==> config.mk <==
export PLATFORM = sky130hd
export DESIGN_NAME = core_memory_arbiter_n
export DESIGN_NICKNAME = d
export VERILOG_FILES = /design/src/rtl/core_mem_arb_pkg.sv /design/src/rtl/core_rr_arbiter.sv /design/src/rtl/core_memory_arbiter_n.sv
export SDC_FILE = /design/constraint.sdc
export NUM_CORES = 1
export LEC_CHECK = 0
export CORE_AREA = 4 4 252 254
export DETAILED_ROUTE_END_ITERATION = 8
export DIE_AREA = 0 0 256 258
export MAX_ROUTING_LAYER = met4
export PLACE_DENSITY_LB_ADDON = 0.2
export REMOVE_ABC_BUFFERS = 1
export SYNTH_ARGS = -nofsm -noshare
export SYNTH_HDL_FRONTEND = slang
export SYNTH_SLANG_ARGS = --single-unit
==> constraint.sdc <==
create_clock -name clk -period 5.5 [get_ports clk]
set_input_delay 0.825 -clock clk [delete_from_list [all_inputs] [get_ports clk]]
set_output_delay 0.825 -clock clk [all_outputs]
set_load 0.01 [all_outputs]
==> src/rtl/core_mem_arb_pkg.sv <==
// rtl/core_mem_arb_pkg.sv - shared types and helpers for the N-input core memory arbiter
package core_mem_arb_pkg;

  localparam int PKT_W_DEFAULT = 128;

  typedef enum logic {
    ARB_FIXED = 1'b0,
    ARB_RR    = 1'b1
  } arb_mode_e;

  // Tag holds an input index; never narrower than one bit.
  function automatic int tag_w(input int n);
    return (n < 2) ? 1 : $clog2(n);
  endfunction

endpackage

==> src/rtl/core_rr_arbiter.sv <==
// rtl/core_rr_arbiter.sv - fixed-priority / round-robin one-hot arbiter
module core_rr_arbiter
  import core_mem_arb_pkg::*;
#(
  parameter int NUM_INPUTS = 2,
  parameter int TW         = tag_w(NUM_INPUTS)
) (
  input  logic [NUM_INPUTS-1:0] req,
  input  arb_mode_e             mode,
  input  logic [TW-1:0]         rr_ptr,
  output logic [NUM_INPUTS-1:0] grant,
  output logic [TW-1:0]         grant_idx,
  output logic                  grant_any
);

  int cand;

  // Scan starts at 0 for fixed priority, at rr_ptr (wrapping) for round-robin.
  always_comb begin
    grant     = '0;
    grant_idx = '0;
    grant_any = 1'b0;
    cand      = 0;
    for (int i = 0; i < NUM_INPUTS; i++) begin
      cand = (mode == ARB_RR) ? ((int'(rr_ptr) + i) % NUM_INPUTS) : i;
      if (!grant_any && req[cand]) begin
        grant_any   = 1'b1;
        grant_idx   = TW'(cand);
        grant[cand] = 1'b1;
      end
    end
  end

endmodule

==> src/rtl/core_memory_arbiter_n.sv <==
// rtl/core_memory_arbiter_n.sv - merges N requester streams onto one memory bus,
// routing in-order responses back through a tag FIFO
module core_memory_arbiter_n
  import core_mem_arb_pkg::*;
#(
  parameter int NUM_INPUTS      = 2,
  parameter int PKT_W           = PKT_W_DEFAULT,
  parameter int MAX_OUTSTANDING = 4,
  parameter int ARB_MODE        = 0
) (
  input  logic                                  clk,
  input  logic                                  reset,
  input  logic [NUM_INPUTS-1:0]                 in_req_valid,
  output logic [NUM_INPUTS-1:0]                 in_req_ready,
  input  logic [NUM_INPUTS*PKT_W-1:0]           in_req_pkt,
  output logic [NUM_INPUTS-1:0]                 in_rsp_valid,
  input  logic [NUM_INPUTS-1:0]                 in_rsp_ready,
  output logic [PKT_W-1:0]                      in_rsp_pkt,
  output logic                                  out_req_valid,
  input  logic                                  out_req_ready,
  output logic [PKT_W-1:0]                      out_req_pkt,
  input  logic                                  out_rsp_valid,
  output logic                                  out_rsp_ready,
  input  logic [PKT_W-1:0]                      out_rsp_pkt,
  output logic [$clog2(MAX_OUTSTANDING+1)-1:0]  outstanding,
  output logic                                  err_unexp_rsp
);

  localparam int TW = tag_w(NUM_INPUTS);
  localparam int CW = $clog2(MAX_OUTSTANDING + 1);
  localparam int PW = (MAX_OUTSTANDING > 1) ? $clog2(MAX_OUTSTANDING) : 1;
  localparam arb_mode_e MODE = (ARB_MODE == 1) ? ARB_RR : ARB_FIXED;

  logic [TW-1:0]         rr_ptr;
  logic [TW-1:0]         grant_idx;
  logic [TW-1:0]         head;
  logic [NUM_INPUTS-1:0] grant;
  logic                  grant_any;
  logic                  can_grant;
  logic                  grant_fire;
  logic                  rsp_fire;
  logic                  empty;
  logic [PKT_W-1:0]      win_pkt;
  logic [TW-1:0]         tag_mem [MAX_OUTSTANDING];
  logic [PW-1:0]         rd_ptr;
  logic [PW-1:0]         wr_ptr;

  function automatic logic [PW-1:0] ptr_inc(input logic [PW-1:0] p);
    return (p == PW'(MAX_OUTSTANDING - 1)) ? '0 : p + 1'b1;
  endfunction

  core_rr_arbiter #(
    .NUM_INPUTS (NUM_INPUTS),
    .TW         (TW)
  ) u_arb (
    .req       (in_req_valid),
    .mode      (MODE),
    .rr_ptr    (rr_ptr),
    .grant     (grant),
    .grant_idx (grant_idx),
    .grant_any (grant_any)
  );

  // The tag FIFO holds exactly the outstanding requests, so its occupancy is the counter.
  assign empty        = (outstanding == '0);
  assign can_grant    = (!out_req_valid || out_req_ready) && (outstanding < CW'(MAX_OUTSTANDING));
  assign grant_fire   = can_grant && grant_any;
  assign in_req_ready = grant_fire ? grant : '0;
  assign head         = tag_mem[rd_ptr];
  assign in_rsp_pkt   = out_rsp_pkt;
  assign rsp_fire     = out_rsp_valid && out_rsp_ready;

  always_comb begin
    win_pkt = '0;
    for (int i = 0; i < NUM_INPUTS; i++) begin
      if (grant_idx == TW'(i)) win_pkt = in_req_pkt[i*PKT_W +: PKT_W];
    end
  end

  always_comb begin
    in_rsp_valid  = '0;
    out_rsp_ready = 1'b0;
    if (!empty) begin
      in_rsp_valid[head] = out_rsp_valid;
      out_rsp_ready      = in_rsp_ready[head];
    end
  end

  always_ff @(posedge clk) begin
    if (grant_fire) tag_mem[wr_ptr] <= grant_idx;
  end

  always_ff @(posedge clk) begin
    if (reset) begin
      out_req_valid <= 1'b0;
      out_req_pkt   <= '0;
      outstanding   <= '0;
      rd_ptr        <= '0;
      wr_ptr        <= '0;
      rr_ptr        <= '0;
      err_unexp_rsp <= 1'b0;
    end else begin
      if (grant_fire) begin
        out_req_valid <= 1'b1;
        out_req_pkt   <= win_pkt;
        wr_ptr        <= ptr_inc(wr_ptr);
        rr_ptr        <= (grant_idx == TW'(NUM_INPUTS - 1)) ? '0 : grant_idx + 1'b1;
      end else if (out_req_ready) begin
        out_req_valid <= 1'b0;
      end
      if (rsp_fire) rd_ptr <= ptr_inc(rd_ptr);
      case ({grant_fire, rsp_fire})
        2'b10:   outstanding <= outstanding + 1'b1;
        2'b01:   outstanding <= outstanding - 1'b1;
        default: outstanding <= outstanding;
      endcase
      if (out_rsp_valid && empty) err_unexp_rsp <= 1'b1;
    end
  end

endmodule
==> results of run 1 <==
-- through the flow --
step | cell area, um^2 | hold WS, ps | power [uW] | cells | TNS, ps
2_1_floorplan | 6216 | 467.1 | 2023 | 585 | -615750
3_3_place_gp | 11330 | 470.8 | 2857 | 1784 | 0
3_5_place_dp | 11330 | 487.1 | 2862 | 1784 | 0
4_1_cts | 11940 | 504.7 | 4177 | 1816 | 0
5_1_grt | 11940 | 534.0 | 4322 | 1816 | 0
6_report | 11940 | 488.1 | 4081 | 1816 | 0
-- power by group through the flow --
stage | registers [uW] | logic [uW] | clock network [uW]
6_report | 1380 | 1450 | 1250
5_1_grt | 1400 | 1570 | 1350
4_1_cts | 1380 | 1480 | 1330
3_5_place_dp | 1390 | 1470 | 0
3_3_place_gp | 1390 | 1470 | 0
2_1_floorplan | 1470 | 555 | 0
-- kinds of logic (layout without fill, tap and decap cells) --
kind of cell / after synthesis / count (layout) / synth area share [%]
compound gates: 269 / 269 / 22.36
xor+xnor: 2 / 2 / 0.2329
fa+ha+maj: 7 / 7 / 1.264
buf+inv: 208 / 447 / 17.65
flops: 143 / 143 / 38.60
mux: 133 / 133 / 17.98
simple gates: 25 / 25 / 1.913
-- worst paths after layout --
kind	start	to	slack, ps	cells after the start
worst max-delay path	in_req_valid[0]	in_req_ready[1]	2020	4
worst min register to register	err_unexp_rsp	err_unexp_rsp	490	2
worst min-delay path	err_unexp_rsp	err_unexp_rsp	490	2
worst max register to register	register	outstanding[2]	2870	8
-- final cells by class --
type                    count  area, um^2  area share [%]
clock inverters            10       135.1           1.132
inverters                   6       22.52          0.1886
repair buffers            409        4096           34.31
flip-flops and latches    143        2903           24.31
multi-input cells         436        3319           27.80
clock buffers              22       474.2           3.972
well taps                 790       988.4           8.279
-- layer usage --
layer	global-route usage (%)	routed length, um	up-vias
li1	-	-	3204
met1	15.33	18970	3466
met2	25.10	25170	686
met3	26.65	17900	42
met4	4.632	1161	0
met5	-	0	-
-- flip-flops by register name, indices dropped and copies added (netlist names), named ones only --
signal         count
wr_ptr             2
outstanding        3
out_req_pkt      128
tag_mem            4
err_unexp_rsp      1
out_req_valid      1
rd_ptr             2
-- critical path: stages --
cell	delay [ps]
clkdlybuf4s50_1	580
o21ba_4	260
and3_1	350
clkdlybuf4s50_1	630
-- layout by cell type, fill, tap and decap left out, drive strengths merged, types with 2 or more instances in the layout --
cell           instances
o311ai                 2
clkbuf                22
nor2b                  3
clkdlybuf4s50        400
buf                    9
and3                   6
bufinv                 3
a211oi               128
inv                    6
dfxtp                139
nor3                   2
edfxtp                 4
o21ai                  3
nor2                   6
ha                     6
mux2i                131
xor2                   2
nand2b                 3
clkinv                 6
a21oi                134
==> flow_metrics.tcl, run 1 <==
set metrics [dict create \
    status "finished, final reports clean" \
    drt-total-wl_um 63190 \
    clock-sinks 143 \
    drt-initial-drc-count 373 \
    grt_pass1_vias 7383 \
    dieArea_mm2 0.06605 \
    max_freq_ghz 0.2873 \
    rows 91 \
    worst-setup-path-type "in -> out" \
    vias 7398 \
    place_ws_ps 1935 \
    clockBufferDepth 2 \
    drtAntennaViolNets 0 \
    swShare_pct 32.81 \
    ys_warn_count 0 \
    dp.final_hpwl_um 52010 \
    start_util_pct 12.28 \
    post-cts-setup-buffers 0 \
    gp_congestion 0.9456 \
    via_per_inst 4.074 \
    clk_pin_slew_worst_paths_ps 60 \
    cts_tree "yes" \
    fin_crit_ps 3480 \
    cts-root-buf "clkbuf_16" \
    drive_gt1_share_pct 4.581 \
    finish.utilization_pct 19.49 \
    syn_to_final_growth_pct 58.74 \
    cts_made_buffers 17 \
    grt_pass1_wl_um 80140 \
    worstPathMaxFanout 13 \
    cp_data_required_time_ps 4680 \
    fin_skew_ps 21.66 \
    insertedDiodeCount 0 \
    track_usage_pct 19.08 \
    synth.avg_cell_area_um2 9.556 \
    synthCells 787 \
    setup_slack_ps 2020 \
    fin_crit_sh_pct 63.28 \
    ys_types 31 \
    wire_per_inst_um 34.80 \
    finalHoldViolCount 0 \
    die_w_um 256 \
    ioPinCount 658 \
    combPwrFrac_pct 35.5 \
    tightest_slew_ps 1118 \
    synthArstFlopShare_pct 0 \
    p_switching_uw 1339 \
    ys_ff_latch 143 \
    worstPathArrival_ps 2660 \
    cts_hold_buf 0 \
    nets 1412 \
    port_buffers 401 \
    worstSetupStartpointType "input pin" \
    power_leakage_uw 0.004132 \
    synthTopCellsByCount "dfxtp_1, buf_4, a21oi_1" \
    slew_viol_final 0 \
    firstDrtPassIters 4 \
    rsz0062_at_grt "no" \
    syn-cell-area_mm2 0.007521 \
    synthFlopType "dfxtp_1" \
    core_area_mm2 0.06126 \
    cp-end-kind "primary output" \
    grt_max_degree 133 \
    h-tree-depth 4 \
    clkPwrFrac_pct 30.7 \
    antenna_found_initial 0 \
    drc 0 \
    synth_area_leaders "dfxtp_1, mux2i_1, buf_4, a211oi_1, a21oi_1" \
    synth.most_common_cell "dfxtp_1" \
    setup_viol 0 \
    fillers 6825 \
    clock_latency_ps 480 \
    cell_internal_pwr_uw 2742 \
    vdd_ir_drop_max_v 0.0002418 \
    synth_top_area_share_pct 37.00 \
    overflow 0 \
    ys_seq_area_share_pct 38.60 \
    maxSlewHeadroom_pct 25.47 \
    synth_edf_count 4 \
    cts_resized 0 \
    power_frac_seq_pct 33.7 \
    cap_violations 0 \
    hold_path.class "reg -> reg" \
    die_h_um 258 \
    p_per_area_mw_per_mm2 341.8 \
    synth_area_leader_cell "dfxtp_1" \
]
No activity file was read; power rests on OpenSTA's default activity.
==> run 2: changes to the inputs <==
clock period = 3.6 ns   (was 5.5 ns; I/O delays follow)
==> run 2 against run 1 <==
Against the previous run: clock skew is 1.1 ps lower; final cell count is 0.11% lower; combinational power is 54% higher; count of clock-buffer cells in the layout stayed put; final area is 0.21% higher; sequential power is 52% higher.
==> flow_metrics.tcl, run 2 (synthesized netlist as in run 1, its figures left out) <==
set metrics [dict create \
    status "finished, final reports clean" \
    placed_cell_area_mm2 0.01137 \
    grt_pass1_wl_um 81070 \
    max_freq_ghz 0.3569 \
    syn_to_final_growth_pct 59.08 \
    reg2reg_from "tag_mem[3]" \
    clock_latency_ps 480 \
    cp_data_required_time_ps 3060 \
    power_leakage_uw 0.004138 \
    drtAntennaViolNets 0 \
    cts_resized 0 \
    wire_per_inst_um 35.15 \
    met1Wirelength_um 19350 \
    fin_crit_sh_pct 77.83 \
    cp-endpoint "in_req_ready[1]" \
    vias 7255 \
    insertedDiodeCount 0 \
    fin_skew_ps 20.56 \
    cts_tree "yes" \
    start_util_pct 12.28 \
    die_w_um 256 \
    gp_congestion 0.9441 \
    track_usage_pct 19.25 \
    cp-end-kind "primary output" \
    tightest_slew_ps 928.1 \
    port_buffers 401 \
    grt_pass1_vias 7362 \
    core_area_mm2 0.06126 \
    reg2reg_to "outstanding[2]" \
    drc 0 \
    cap_violations 0 \
    worst-setup-path-type "in -> out" \
    clock-sinks 143 \
    antenna_found_initial 0 \
    dieArea_mm2 0.06605 \
    drt-total-wl_um 63770 \
    multi_input_area_mm2 0.003319 \
    reg2reg_slack_ps 920 \
    layout_common_cells "clkdlybuf4s50_1, dfxtp_1, a21oi_1, mux2i_1, a211oi_1" \
    final_cells 1814 \
    dp.final_hpwl_um 51290 \
    fillers 6793 \
    top_regs "out_req_pkt x128, tag_mem x4, outstanding x3" \
    reg2reg_depth 8 \
    overflow 0 \
    post-cts-setup-buffers 0 \
    rsz0062_at_grt "no" \
    ioPinCount 658 \
    p_per_area_mw_per_mm2 521.8 \
    clockBufferDepth 2 \
    final_common_cell "clkdlybuf4s50_1" \
    nets 1411 \
    postLayoutCellArea_mm2 0.01196 \
    worstPathArrival_ps 2260 \
    setup_viol 0 \
    drive_gt1_share_pct 4.492 \
    largest_register "out_req_pkt" \
    power_uw 6242 \
    cts_made_buffers 17 \
    final-seq-area_mm2 0.002903 \
    vdd_ir_drop_max_v 0.0003542 \
    finalHoldViolCount 0 \
    via_per_inst 3.999 \
    crit_start "in_req_valid[0]" \
    worstPathMaxFanout 4 \
    hold_path.class "reg -> reg" \
    largest_register_ffs 128 \
    dr_wl_met2_um 25290 \
    worstSetupStartpointType "input pin" \
    fin_crit_ps 2802 \
    clk_pin_slew_worst_paths_ps 70 \
    grt_max_degree 135 \
    place_inst 1783 \
    die_h_um 258 \
    rows 91 \
    top_layer "met4" \
    maxSlewHeadroom_pct 38.12 \
    wl_met3_um 18170 \
    cts_hold_buf 0 \
    slew_viol_final 0 \
    firstDrtPassIters 5 \
    drt-initial-drc-count 399 \
    h-tree-depth 4 \
    cts-root-buf "clkbuf_16" \
]
==> run 2: layout make-up <==
class                           count  share of cell area, %
Timing Repair Buffer              408                  34.60
Multi-Input combinational cell    436                  27.75
Sequential cell                   143                  24.26
Tap cell                          790                  8.262
Clock buffer                       22                  4.047
Clock inverter                      9                 0.8994
Inverter                            6                 0.1882
==> run 2: through the flow <==
step / TNS, ps / worst slack [ps] / utilization [%] / hold slack, ps
floorplan: -835380 / -6933 / - / 467.1
global placement: 0 / 647.7 / 18.56 / 502.2
detailed placement: 0 / 610.2 / 18.56 / 505.8
CTS: 0 / 732.7 / 19.53 / 485.3
global route: 0 / 692.3 / 19.53 / 503.6
finish: 0 / 798.2 / 19.53 / 513.1
==> run 2: routing by layer <==
metal	vias to the layer above	track usage (%)
li1	3206	-
met1	3317	15.13
met2	695	25.39
met3	37	27.77
met4	0	3.992
met5	-	-
==> run 2: power by group <==
part	internal [uW]	leakage (uW)	switching [uW]
Clock	1090	0.000288	815
Combinational	1150	0.00266	1080
Sequential	1910	0.00119	197
==> run 2: worst min-delay path by stage <==
| stage | depth (start not counted) | slack, ps | to | startpoint |
|---|---|---|---|---|
| after global routing | 2 | 500 | outstanding[1] | reset |
| after global placement | 2 | 500 | err_unexp_rsp | err_unexp_rsp |
| after detailed placement | 2 | 510 | err_unexp_rsp | err_unexp_rsp |
| after CTS | 2 | 490 | outstanding[1] | reset |
| after floorplan | 2 | 470 | register | rd_ptr[1] |
| final | 2 | 510 | err_unexp_rsp | err_unexp_rsp |
==> run 2: critical path, cell delays in order <==
cell and delay, ps:
clkdlybuf4s50_1 590, o21ba_4 190, and3_1 280, clkdlybuf4s50_1 660
==> run 3: changes to the inputs <==
CORE_AREA = 4 4 256 258   (was 4 4 252 254)
DIE_AREA = 0 0 260 262   (was 0 0 256 258)
clock period = 2.3 ns   (was 3.6 ns; I/O delays follow)
==> run 3 against run 2 <==
Against the previous run: the run now ends with setup timing left; die area increased by 3.1%; total power rose by 54%; critical endpoint is now outstanding[2]; critical path type is now reg -> reg; sequential share of layout area fell by 0.77 points.
==> flow_metrics.tcl, run 3 (synthesized netlist as in run 1, its figures left out) <==
set metrics [dict create \
    grt_pass1_wl_um 77430 \
    power_uw 9607 \
    drtAntennaViolNets 0 \
    h-tree-depth 4 \
    clock-sinks 143 \
    rsz0062_at_grt "yes" \
    grt_pass1_vias 7417 \
    track_usage_pct 18.02 \
    nets 1450 \
    via_per_inst 3.855 \
    cts_made_buffers 17 \
    tightest_slew_ps 724.4 \
    largest_register "out_req_pkt" \
    vias 7363 \
    setup_viol 2 \
    clk_pin_slew_worst_paths_ps 60 \
    max_freq_ghz 0.4174 \
    clock_latency_ps 480 \
    top_regs "out_req_pkt x128, tag_mem x4, outstanding x3" \
    port_buffers 401 \
    syn_to_final_growth_pct 64.35 \
    slew_viol_final 0 \
    die_h_um 262 \
    hold_path.class "in -> reg" \
    failed_checks "setup timing" \
    worstSetupStartpointType "register" \
    drt-initial-drc-count 365 \
    fin_crit_sh_pct 104.2 \
    fin_skew_ps 13.55 \
    maxSlewHeadroom_pct 51.71 \
    layout_common_cells "clkdlybuf4s50_1, dfxtp_1, a21oi_1, mux2i_1, a211oi_1" \
    cts_hold_buf 0 \
    drive_gt1_share_pct 8.843 \
    die_w_um 260 \
    final_cells 1910 \
    firstDrtPassIters 4 \
    grt_max_degree 77 \
    place_inst 1875 \
    overflow 0 \
    final-seq-area_mm2 0.002904 \
    setup_slack_ps -95.94 \
    cp_data_required_time_ps 2710 \
    fillers 6953 \
    dieArea_mm2 0.06812 \
    cap_violations 0 \
    worstPathMaxFanout 2 \
    dp.final_hpwl_um 52010 \
    finalHoldViolCount 0 \
    rows 92 \
    final_common_cell "clkdlybuf4s50_1" \
    largest_register_ffs 128 \
    cts-root-buf "clkbuf_16" \
    fin_crit_ps 2396 \
    wire_per_inst_um 32.44 \
    reg2reg_from "tag_mem[3]" \
    place_ws_ps -251.9 \
    core_area_mm2 0.06297 \
    status "finished with violations" \
    ioPinCount 658 \
    power_leakage_uw 0.004340 \
    drc 0 \
    antenna_found_initial 1 \
    gp_congestion 0.9248 \
    clockBufferDepth 2 \
    worstHoldStart "reset" \
    p_per_area_mw_per_mm2 777.2 \
    crit_start "tag_mem[3]" \
    drt-total-wl_um 61970 \
    worstPathArrival_ps 2810 \
    finish.utilization_pct 19.63 \
    start_util_pct 11.94 \
    worst-setup-path-type "reg -> reg" \
    holdWs_ps 277.6 \
    vdd_ir_drop_max_v 0.0005271 \
    cp-end-kind "register" \
    multi_input_area_mm2 0.003357 \
    cts_tree "yes" \
]
==> run 3: cell types whose count changed in the layout (fill, tap and decap cells not counted), moves of 3 or more <==
cell | before | now
clkdlybuf4s50_1 | 400 | 395
clkbuf_8 | 4 | 1
buf_12 | 6 | 11
buf_4 | 2 | 35
==> run 3: final timing paths <==
kind,to,slack (ps),depth (start not counted)
min reg2reg,err_unexp_rsp,480,2
min,out_req_pkt[19],280,2
max reg2reg,outstanding[2],-100,9
max,outstanding[2],-100,9
==> run 3: critical path, stage by stage, from the launching register on <==
cell	delay, ps
edfxtp_1	360
mux4_2	530
buf_6	150
mux2i_4	180
ha_4	170
inv_2	40
fa_2	330
xor2_1	150
or3_1	330
a21oi_2	110
==> run 3: final cells by class <==
type / instances / share of cell area (%)
clock inverters: 10 / 0.5162
clock buffers: 21 / 3.816
flip-flops and latches: 143 / 23.49
diodes: 1 / 0.02024
inverters: 6 / 0.1822
repair buffers: 447 / 36.25
multi-input cells: 436 / 27.16
well taps: 846 / 8.564
==> run 3: where the power goes <==
group	leakage, uW	switching (uW)	internal [uW]
registers	0.00119	286	2990
logic	0.00289	1740	1940
clock network	0.000256	1200	1450
==> run 3: repair_timing <==
item                       in CTS  in global routing
setup endpoints to repair       6                  6
resized for setup              16                  7
buffers inserted                2                  1
pin swaps                       2                  1
==> run 3: layer usage <==
layer	vias up	global-route usage [%]	routed length (um)	part of all wire (%)
met1	3411	14.94	19460	31
li1	3284	-	-	-
met5	-	-	0	0
met2	636	23.21	24070	39
met3	32	25.62	17680	29
met4	0	3.433	756	1.2
==> run 3: per-stage QoR <==
| step | setup TNS (ps) | instance area, um^2 |
|---|---|---|
| final | -131.6 | 12360 |
| after global routing | -333.3 | 12360 |
| after CTS | -347.9 | 12340 |
| after detailed placement | -348.9 | 11780 |
| after global placement | -436.9 | 11780 |
| after floorplan | -992570 | 6216 |
